## src/rtl/spi_pkg.sv

```systemverilog
// rtl/spi_pkg.sv - shared SPI state encodings, mode constants and parameter checks
package spi_pkg;

  typedef enum logic [1:0] {
    ST_IDLE   = 2'b01,
    ST_ACTIVE = 2'b10
  } spi_state_e;

  localparam bit CPHA           = 1'b1;
  localparam bit CPOL_IDLE_LOW  = 1'b0;
  localparam bit CPOL_IDLE_HIGH = 1'b1;

  localparam int unsigned MIN_WIDTH       = 2;
  localparam int unsigned MIN_SYNC_STAGES = 2;

  function automatic bit width_ok(input int unsigned width);
    return width >= MIN_WIDTH;
  endfunction

  function automatic bit sync_stages_ok(input int unsigned stages);
    return stages >= MIN_SYNC_STAGES;
  endfunction

endpackage

```

## src/rtl/spi_target_synchronizer.sv

```systemverilog
// rtl/spi_target_synchronizer.sv - multi-flop synchroniser for one asynchronous input bit
module spi_target_synchronizer
  import spi_pkg::*;
#(
  parameter int unsigned STAGES      = 2,
  parameter bit          RESET_VALUE = 1'b0
) (
  input  logic clk_i,
  input  logic rst_ni,
  input  logic d_i,
  output logic q_o
);

  if (!sync_stages_ok(STAGES)) begin : g_stages_check
    $error("spi_target_synchronizer: STAGES must be >= 2");
  end

  logic [STAGES-1:0] sync_q;

  always_ff @(posedge clk_i) begin
    if (!rst_ni) begin
      sync_q <= {STAGES{RESET_VALUE}};
    end else begin
      sync_q <= {sync_q[STAGES-2:0], d_i};
    end
  end

  assign q_o = sync_q[STAGES-1];

endmodule

```

## src/rtl/spi_target.sv

```systemverilog
// rtl/spi_target.sv - CPHA=1 SPI target with oversampled inputs and a one-entry TX holding buffer
module spi_target
  import spi_pkg::*;
#(
  parameter int unsigned WIDTH       = 8,
  parameter bit          IDLE_HIGH   = 1'b1,
  parameter int unsigned SYNC_STAGES = 2
) (
  input  logic             clk_i,
  input  logic             rst_ni,
  input  logic             sclk_i,
  input  logic             cs_ni,
  input  logic             mosi_i,
  output logic             miso_o,
  output logic             miso_oe_o,
  input  logic [WIDTH-1:0] tx_data_i,
  input  logic             tx_valid_i,
  output logic             tx_ready_o,
  output logic [WIDTH-1:0] rx_data_o,
  output logic             rx_valid_o,
  output logic             tx_underrun_o
);

  localparam int unsigned     CW       = $clog2(WIDTH);
  localparam logic [CW-1:0]   LAST_BIT = CW'(WIDTH - 1);

  if (!width_ok(WIDTH)) begin : g_width_check
    $error("spi_target: WIDTH must be >= 2");
  end

  logic sclk_s, cs_s, mosi_s;
  logic sclk_q, cs_q;
  logic lead, trail, cs_fall;

  spi_target_synchronizer #(.STAGES(SYNC_STAGES), .RESET_VALUE(IDLE_HIGH)) u_sync_sclk (
    .clk_i(clk_i), .rst_ni(rst_ni), .d_i(sclk_i), .q_o(sclk_s)
  );
  spi_target_synchronizer #(.STAGES(SYNC_STAGES), .RESET_VALUE(1'b1)) u_sync_cs (
    .clk_i(clk_i), .rst_ni(rst_ni), .d_i(cs_ni), .q_o(cs_s)
  );
  spi_target_synchronizer #(.STAGES(SYNC_STAGES), .RESET_VALUE(1'b0)) u_sync_mosi (
    .clk_i(clk_i), .rst_ni(rst_ni), .d_i(mosi_i), .q_o(mosi_s)
  );

  always_ff @(posedge clk_i) begin
    if (!rst_ni) begin
      sclk_q <= IDLE_HIGH;
      cs_q   <= 1'b1;
    end else begin
      sclk_q <= sclk_s;
      cs_q   <= cs_s;
    end
  end

  // Leading edge leaves the idle level, trailing edge returns to it.
  assign lead    = (sclk_q == IDLE_HIGH) && (sclk_s != IDLE_HIGH);
  assign trail   = (sclk_q != IDLE_HIGH) && (sclk_s == IDLE_HIGH);
  assign cs_fall = cs_q && !cs_s;

  spi_state_e       state;
  logic [CW-1:0]    bitcnt;
  logic [WIDTH-1:0] tx_shift, rx_shift, hold_data;
  logic             hold_full, hold_full_d, hold_write, consume;

  // A write can only land while empty, so a same-cycle consume still sees empty.
  always_comb begin
    consume     = (state == ST_ACTIVE) && !cs_s && lead && (bitcnt == '0);
    hold_write  = tx_valid_i && tx_ready_o;
    hold_full_d = hold_full;
    if (consume)    hold_full_d = 1'b0;
    if (hold_write) hold_full_d = 1'b1;
  end

  always_ff @(posedge clk_i) begin
    if (!rst_ni) begin
      state         <= ST_IDLE;
      bitcnt        <= '0;
      tx_shift      <= '0;
      rx_shift      <= '0;
      hold_data     <= '0;
      hold_full     <= 1'b0;
      tx_ready_o    <= 1'b1;
      rx_data_o     <= '0;
      rx_valid_o    <= 1'b0;
      tx_underrun_o <= 1'b0;
      miso_o        <= 1'b0;
      miso_oe_o     <= 1'b0;
    end else begin
      hold_full     <= hold_full_d;
      tx_ready_o    <= !hold_full_d;
      rx_valid_o    <= 1'b0;
      tx_underrun_o <= 1'b0;
      if (hold_write) hold_data <= tx_data_i;

      unique case (state)
        ST_IDLE: begin
          miso_oe_o <= 1'b0;
          miso_o    <= 1'b0;
          if (cs_fall) begin
            state     <= ST_ACTIVE;
            bitcnt    <= '0;
            tx_shift  <= '0;
            miso_oe_o <= 1'b1;
          end
        end
        ST_ACTIVE: begin
          if (cs_s) begin
            state     <= ST_IDLE;
            miso_oe_o <= 1'b0;
            miso_o    <= 1'b0;
          end else if (lead) begin
            if (bitcnt == '0) begin
              tx_shift      <= hold_full ? hold_data : '0;
              miso_o        <= hold_full && hold_data[WIDTH-1];
              tx_underrun_o <= !hold_full;
            end else begin
              tx_shift <= tx_shift << 1;
              miso_o   <= tx_shift[WIDTH-2];
            end
          end else if (trail) begin
            rx_shift <= {rx_shift[WIDTH-2:0], mosi_s};
            if (bitcnt == LAST_BIT) begin
              rx_data_o  <= {rx_shift[WIDTH-2:0], mosi_s};
              rx_valid_o <= 1'b1;
              bitcnt     <= '0;
            end else begin
              bitcnt <= bitcnt + 1'b1;
            end
          end
        end
        default: state <= ST_IDLE;
      endcase
    end
  end

endmodule

```

## config.mk

```make
export PLATFORM = sky130hd
export DESIGN_NAME = spi_target
export DESIGN_NICKNAME = d
export VERILOG_FILES = /design/src/rtl/spi_pkg.sv /design/src/rtl/spi_target_synchronizer.sv /design/src/rtl/spi_target.sv
export SDC_FILE = /design/constraint.sdc
export NUM_CORES = 1
export LEC_CHECK = 0
export CORE_UTILIZATION = 48
export DETAILED_ROUTE_END_ITERATION = 8
export MAX_ROUTING_LAYER = met4
export PLACE_DENSITY_LB_ADDON = 0.05
export SYNTH_ARGS = -nofsm -noshare
export SYNTH_HDL_FRONTEND = slang
export SYNTH_SLANG_ARGS = --single-unit
```

## constraint.sdc

```tcl
create_clock -name clk_i -period 1.5 [get_ports clk_i]
set_input_delay 0.225 -clock clk_i [delete_from_list [all_inputs] [get_ports clk_i]]
set_output_delay 0.225 -clock clk_i [all_outputs]
set_load 0.03 [all_outputs]
```

==> flow_summary.toml, run 1 <==
[timing]
fin_crit_ns = 1.48
setup_slack_ns = 0.0240
worst_slew_pin_slew_ns = 0.325
whs_ns = 0.417
fin_crit_sh = 0.984
setup_viol = 0
finalMaxSlewViolations = 0
timing.fmax_ghz = 0.677
skew_ns = 0.00685
hold_violations = 0
relSlewSlack = 0.783

[cells_and_area]
fillers = 327
antenna_cells = 0
nets = 277
fin_cells = 308
areaGrowthSynthToFinish_pct = 33.7
final_layout_size_suffix_gt1_frac = 0.178
fin_area_um2 = 2700

[run_status]
status = "completed"

[worst_setup_path]
rrSetupSlack_ns = 0.02
path_cells = "inv_4 > ha_4 > nor4bb_4 > buf_4 > buf_12 > mux2i_1 > nor2b_1"
timing_worst_setup_path_type = "reg2reg"
slowest_stage = "dfxtp_4"
end_kind = "flop"
crit_path_max_fanout = 8
critPathMaxStageDelay_ns = 0.37
worst_ep_arrival_time_ns = 1.67
r2r-start = "state[0]"
startpoint_type = "flop"
crit_required_ns = 1.69
worstRegToRegCells = 7
r2r-end = "rx_shift[0]"

[placed_design]
gp_congestion = 0.882
post-place-cells = 294
pre_cts_slack_ns = -0.0865
io_buffers = 26
place_hpwl_mm = 2.82
dpl-instance-area_um2 = 2420

[synthesis]
synth_warnings = 0
synthesis.nets = 240
synth_top_family_by_area = "simple AND/OR/NAND/NOR gates"
synthArstFlopShare = 0
synth.area.mux_share = 0.0446
ys_ff_latch = 49
yosysUniqueCellTypes = 28
synth-simple-area-share = 0.241
synthCells = 220
synthAdderAreaFrac = 0.0372
avgSynthCellArea_um2 = 9.18
synth-xor-area-share = 0
synth-compound-area-share = 0.152
ys_seq_area_frac = 0.485
netlist_area_um2 = 2020
synth_edf_count = 0
synthFlopType = "dfxtp_1"

[clock_network]
path_clk_slew_ns = 0.09
cts.sink_count = 49
holdBufCountCts = 0
insertion_delay_ns = 0.30
clk_path_buf_depth = 2
cts_inserted_buffers = 5
cts_tree = "done"
ctsHtreeMaxLevel = 2
clockRootBuffer = "clkbuf_8"

[detailed_routing]
drtPass1Iterations = 5
drcViolationCount = 0
ant_nets = 0
wl_mm = 4.42
vias_per_cell = 5.47
vias = 1685
wl_per_cell_um = 14.4
drtIter0Drc = 57

[floorplan]
fp-row-count = 23
pin_count = 27
chipWidth_um = 66.9
dieArea_um2 = 4470
die_h_um = 66.9
core_um2 = 4030
start_util = 0.502

[global_routing]
track_usage = 0.200
overflow = 0
grt_pass1_vias = 1507
grt_pass1_wl_mm = 6.50
grt_start_max_net_pins = 41
antenna_found_initial = 0

[pwr]
p_leak_nw = 1.06
p_per_area_nw_per_um2 = 941
peakVddDrop_mv = 0.514

[min_path]
min_path_cells = 1
hold_path_startpoint = "u_sync_cs.sync_q[0]"
holdPathEnd = "u_sync_cs.sync_q[1]"
hold_path.class = "reg2reg"

[job]
cap_violations = 0
==> through the flow <==
step	power [mW]	utilization	setup TNS, ns
after floorplan	1.49	-	-0.0868
after global placement	1.56	0.600	0
after detailed placement	1.57	0.600	-0.930
after CTS	2.53	0.630	-0.0178
after global routing	2.64	0.670	-0.107
final	2.54	0.670	0
==> registers in the layout, summed over array words and instances (netlist names) <==
register	flops
bitcnt	3
cs_q	1
hold_data	8
hold_full	1
miso_o	1
miso_oe_o	1
rx_data_o	8
rx_shift	7
rx_valid_o	1
sclk_q	1
state	2
tx_ready_o	1
tx_shift	7
tx_underrun_o	1
u_sync_cs.sync_q	2
u_sync_mosi.sync_q	2
u_sync_sclk.sync_q	2
==> synthesized netlist by cell type, types with 2 or more instances <==
cell type,n,area share
a21boi_0,18,0.067
a31oi_1,6,0.019
and2_1,4,0.012
and3_1,2,0.0062
buf_2,3,0.0074
clkbuf_1,10,0.019
dfxtp_1,49,0.49
ha_1,6,0.037
inv_1,5,0.0093
mux2i_1,9,0.045
nand2_1,26,0.048
nand2b_1,9,0.028
nand3_1,25,0.062
nand4_1,4,0.012
nor2_1,2,0.0037
nor2b_1,17,0.053
o21ai_0,9,0.022
o31ai_1,6,0.022
==> final cells by class <==
class | instances | area [um^2] | area share
sequential | 49 | 991 | 0.367
multi-input combinational | 153 | 1080 | 0.401
timing repair buffer | 43 | 427 | 0.158
clock inverter | 1 | 30.0 | 0.0111
inverter | 5 | 21.3 | 0.00787
tap | 50 | 62.6 | 0.0232
clock buffer | 7 | 86.3 | 0.0320
==> cell families (layout without fill, tap and decap cells) <==
logic type / after synthesis / after routing
AOI/OAI and AO/OA: 44 / 45
muxes: 9 / 9
and+or+nand+nor: 93 / 93
buffers and inverters: 19 / 56
DFF: 49 / 49
adders and majority gates: 6 / 6
==> metal layers <==
| metal | wire, um | up-vias | global-route usage | share of wire |
|---|---|---|---|---|
| li1 | - | 836 | - | - |
| met1 | 2010 | 803 | 0.222 | 0.45 |
| met2 | 2190 | 35 | 0.335 | 0.50 |
| met3 | 108 | 11 | 0.0428 | 0.024 |
| met4 | 110 | 0 | 0.104 | 0.025 |
| met5 | 0 | - | - | 0 |
==> report_power, final <==
| group | internal, mW | total (mW) | switching [mW] |
|---|---|---|---|
| clock network | 0.544 | 0.972 | 0.428 |
| logic | 0.111 | 0.213 | 0.102 |
| registers | 1.33 | 1.36 | 0.0294 |
| total | 1.98 | 2.54 | 0.559 |
==> layout by cell type, fill, tap and decap left out, types with 6 or more instances in the layout <==
cell,n
dfxtp_1,45
nand2_1,25
nand3_1,25
a21boi_0,17
nor2b_1,13
clkdlybuf4s50_1,13
dlygate4sd2_1,11
buf_4,11
nand2b_1,9
mux2i_1,8
o21ai_0,7
a31oi_1,6
clkbuf_8,6
==> critical path: cells and delay by family (launching register included) <==
family	cells	cell delay (ns)
buffers and inverters	3	0.40
DFF	1	0.37
and+or+nand+nor	2	0.25
muxes	1	0.20
adders and majority gates	1	0.14
==> what timing repair did <==
| item | CTS | global route |
|---|---|---|
| pin swaps | 1 | 10 |
| cloned | 0 | 3 |
| setup endpoints to repair | 30 | 31 |
| setup buffers | 0 | 3 |
| gates resized for setup | 17 | 29 |
==> worst max-delay path by stage <==
stage                        to      from  slack [ns]
floorplan           rx_shift[5]  state[0]       -0.03
global placement    tx_shift[4]  state[0]       0.007
detailed placement  tx_shift[1]  state[0]       -0.09
CTS                 rx_shift[0]  state[0]       -0.02
global route        rx_shift[1]  state[0]       -0.06
finish              rx_shift[0]  state[0]        0.02
(Power assumes the default switching activity.)
==> run 2, diff against run 1 <==
--- a/config.mk
+++ b/config.mk
@@ -9,6 +9,7 @@
 export DETAILED_ROUTE_END_ITERATION = 8
 export MAX_ROUTING_LAYER = met4
 export PLACE_DENSITY_LB_ADDON = 0.05
+export REMOVE_ABC_BUFFERS = 1
 export SYNTH_ARGS = -nofsm -noshare
 export SYNTH_HDL_FRONTEND = slang
 export SYNTH_SLANG_ARGS = --single-unit
==> flow_summary.toml, run 2 (same netlist as run 1, synthesis figures left out) <==
[timing]
worst_slew_pin_slew_ns = 0.338
rsz0062_at_grt = "yes"
setup_slack_ns = -0.0229
fin_crit_ns = 1.52
relSlewSlack = 0.774
skew_ns = 0.00206
setup_viol = 1
timing.fmax_ghz = 0.657
hold_violations = 0
finalMaxSlewViolations = 0
whs_ns = 0.415
fin_crit_sh = 1.02

[placed_design]
pre_cts_slack_ns = -0.114
io_buffers = 26
place_hpwl_mm = 2.78
gp_congestion = 0.822

[worst_setup_path]
rrSetupSlack_ns = -0.02
startpoint_type = "flop"
crit_path_max_fanout = 6
end_kind = "flop"
timing_worst_setup_path_type = "reg2reg"
worst_ep_arrival_time_ns = 1.76
crit_required_ns = 1.73

[clock_network]
clockRootBuffer = "clkbuf_8"
holdBufCountCts = 0
path_clk_slew_ns = 0.08
cts_tree = "done"
insertion_delay_ns = 0.30
cts.sink_count = 49
ctsHtreeMaxLevel = 2
clk_path_buf_depth = 2
cts_inserted_buffers = 5

[run_status]
status = "finished, violations left"
violations = "setup timing"

[pwr]
clock_power_share = 0.366
p_leak_nw = 1.04
internal-power_mw = 1.93
peakVddDrop_mv = 0.662
seq_power_share = 0.547
p_per_area_nw_per_um2 = 921
p_switching_mw = 0.549
p_sw_frac = 0.222
pwr-share-comb = 0.087

[min_path]
hold_path.class = "reg2reg"

[cells_and_area]
antenna_cells = 0
largestRegisters = "hold_data x8, rx_data_o x8"
seq_area_um2 = 990
nets = 278
multi_input_area_um2 = 1060
final_common_cell = "dfxtp_1"
areaGrowthSynthToFinish_pct = 33.0
fillers = 337
final_layout_size_suffix_gt1_frac = 0.167
layout_common_cells = "46 x dfxtp_1, 25 x nand2_1, 24 x nand3_1, 15 x nor2b_1"

[global_routing]
antenna_found_initial = 0
grt_pass1_vias = 1628
grt_pass1_wl_mm = 7.14
track_usage = 0.219
overflow = 0
grt_start_max_net_pins = 32

[detailed_routing]
wl_mm = 4.33
vias_per_cell = 5.46
drcViolationCount = 0
drtPass1Iterations = 4
vias = 1682
wl_per_cell_um = 14.1
ant_nets = 0
drtIter0Drc = 72

[job]
cap_violations = 0

[floorplan]
dieArea_um2 = 4470
pin_count = 27
die_h_um = 66.9
fp-row-count = 23
core_um2 = 4030
start_util = 0.502
chipWidth_um = 66.9
## run 2: changes by cell type in the layout (fill, tap and decap cells not counted), moves of 2 or more
cell,delta
nor2b_1,+2
dlymetal6s2s_1,-2
a21boi_1,+6
a21boi_0,-6
nor2b_2,-2
dlygate4sd2_1,+2
## run 2: repair_timing
item | CTS | global route
cloned | 2 | 1
setup buffers | 1 | 3
pin swaps | 1 | 11
endpoints found under the setup margin | 39 | 29
gates resized for setup | 24 | 26
## run 2: worst max-delay path, cell delays in order, from the launching register on
cell,delay [ns]
dfxtp_4,0.37
buf_6,0.12
ha_4,0.20
a21o_1,0.18
a221oi_4,0.30
nand4_1,0.17
o21ai_1,0.12
## run 2: metrics by stage
stage / setup TNS, ns / instance area, um^2 / total power [mW] / util / cells
CTS: -0.0208 / 2580 / 2.50 / 0.642 / 304
finish: -0.0229 / 2690 / 2.47 / 0.667 / 308
global placement: 0 / 2430 / 1.56 / 0.602 / 294
floorplan: -23.96 / 1960 / 1.47 / - / 206
global route: -0.331 / 2690 / 2.59 / 0.667 / 308
detailed placement: -1.14 / 2430 / 1.58 / 0.602 / 294
## run 2: power groups by stage
| stage | clock network [mW] | logic (mW) | registers [mW] |
|---|---|---|---|
| detailed placement | 0 | 0.192 | 1.38 |
| global route | 0.996 | 0.232 | 1.36 |
| finish | 0.906 | 0.215 | 1.35 |
| global placement | 0 | 0.182 | 1.38 |
| CTS | 0.941 | 0.200 | 1.35 |
| floorplan | 0 | 0.0783 | 1.39 |
## run 2: path summary, 6_finish.rpt
path	start	endpoint	cells after the start
hold / removal	u_sync_cs.sync_q[0]	u_sync_cs.sync_q[1]	1
setup / recovery	state[1]	bitcnt[1]	6
hold reg to reg	u_sync_cs.sync_q[0]	u_sync_cs.sync_q[1]	1
setup reg to reg	state[1]	bitcnt[1]	6
## run 2: cell type report
type                            instances  share of cell area
Inverter                                5             0.00885
Clock buffer                            5              0.0256
Tap cell                               50              0.0233
Sequential cell                        49               0.368
Multi-Input combinational cell        153               0.395
Timing Repair Buffer                   44               0.166
Clock inverter                          2              0.0130
## run 2: layer usage
layer,wire length [um],track usage
met5,0,-
met4,125,0.104
met3,184,0.0599
met2,2210,0.375
met1,1810,0.232
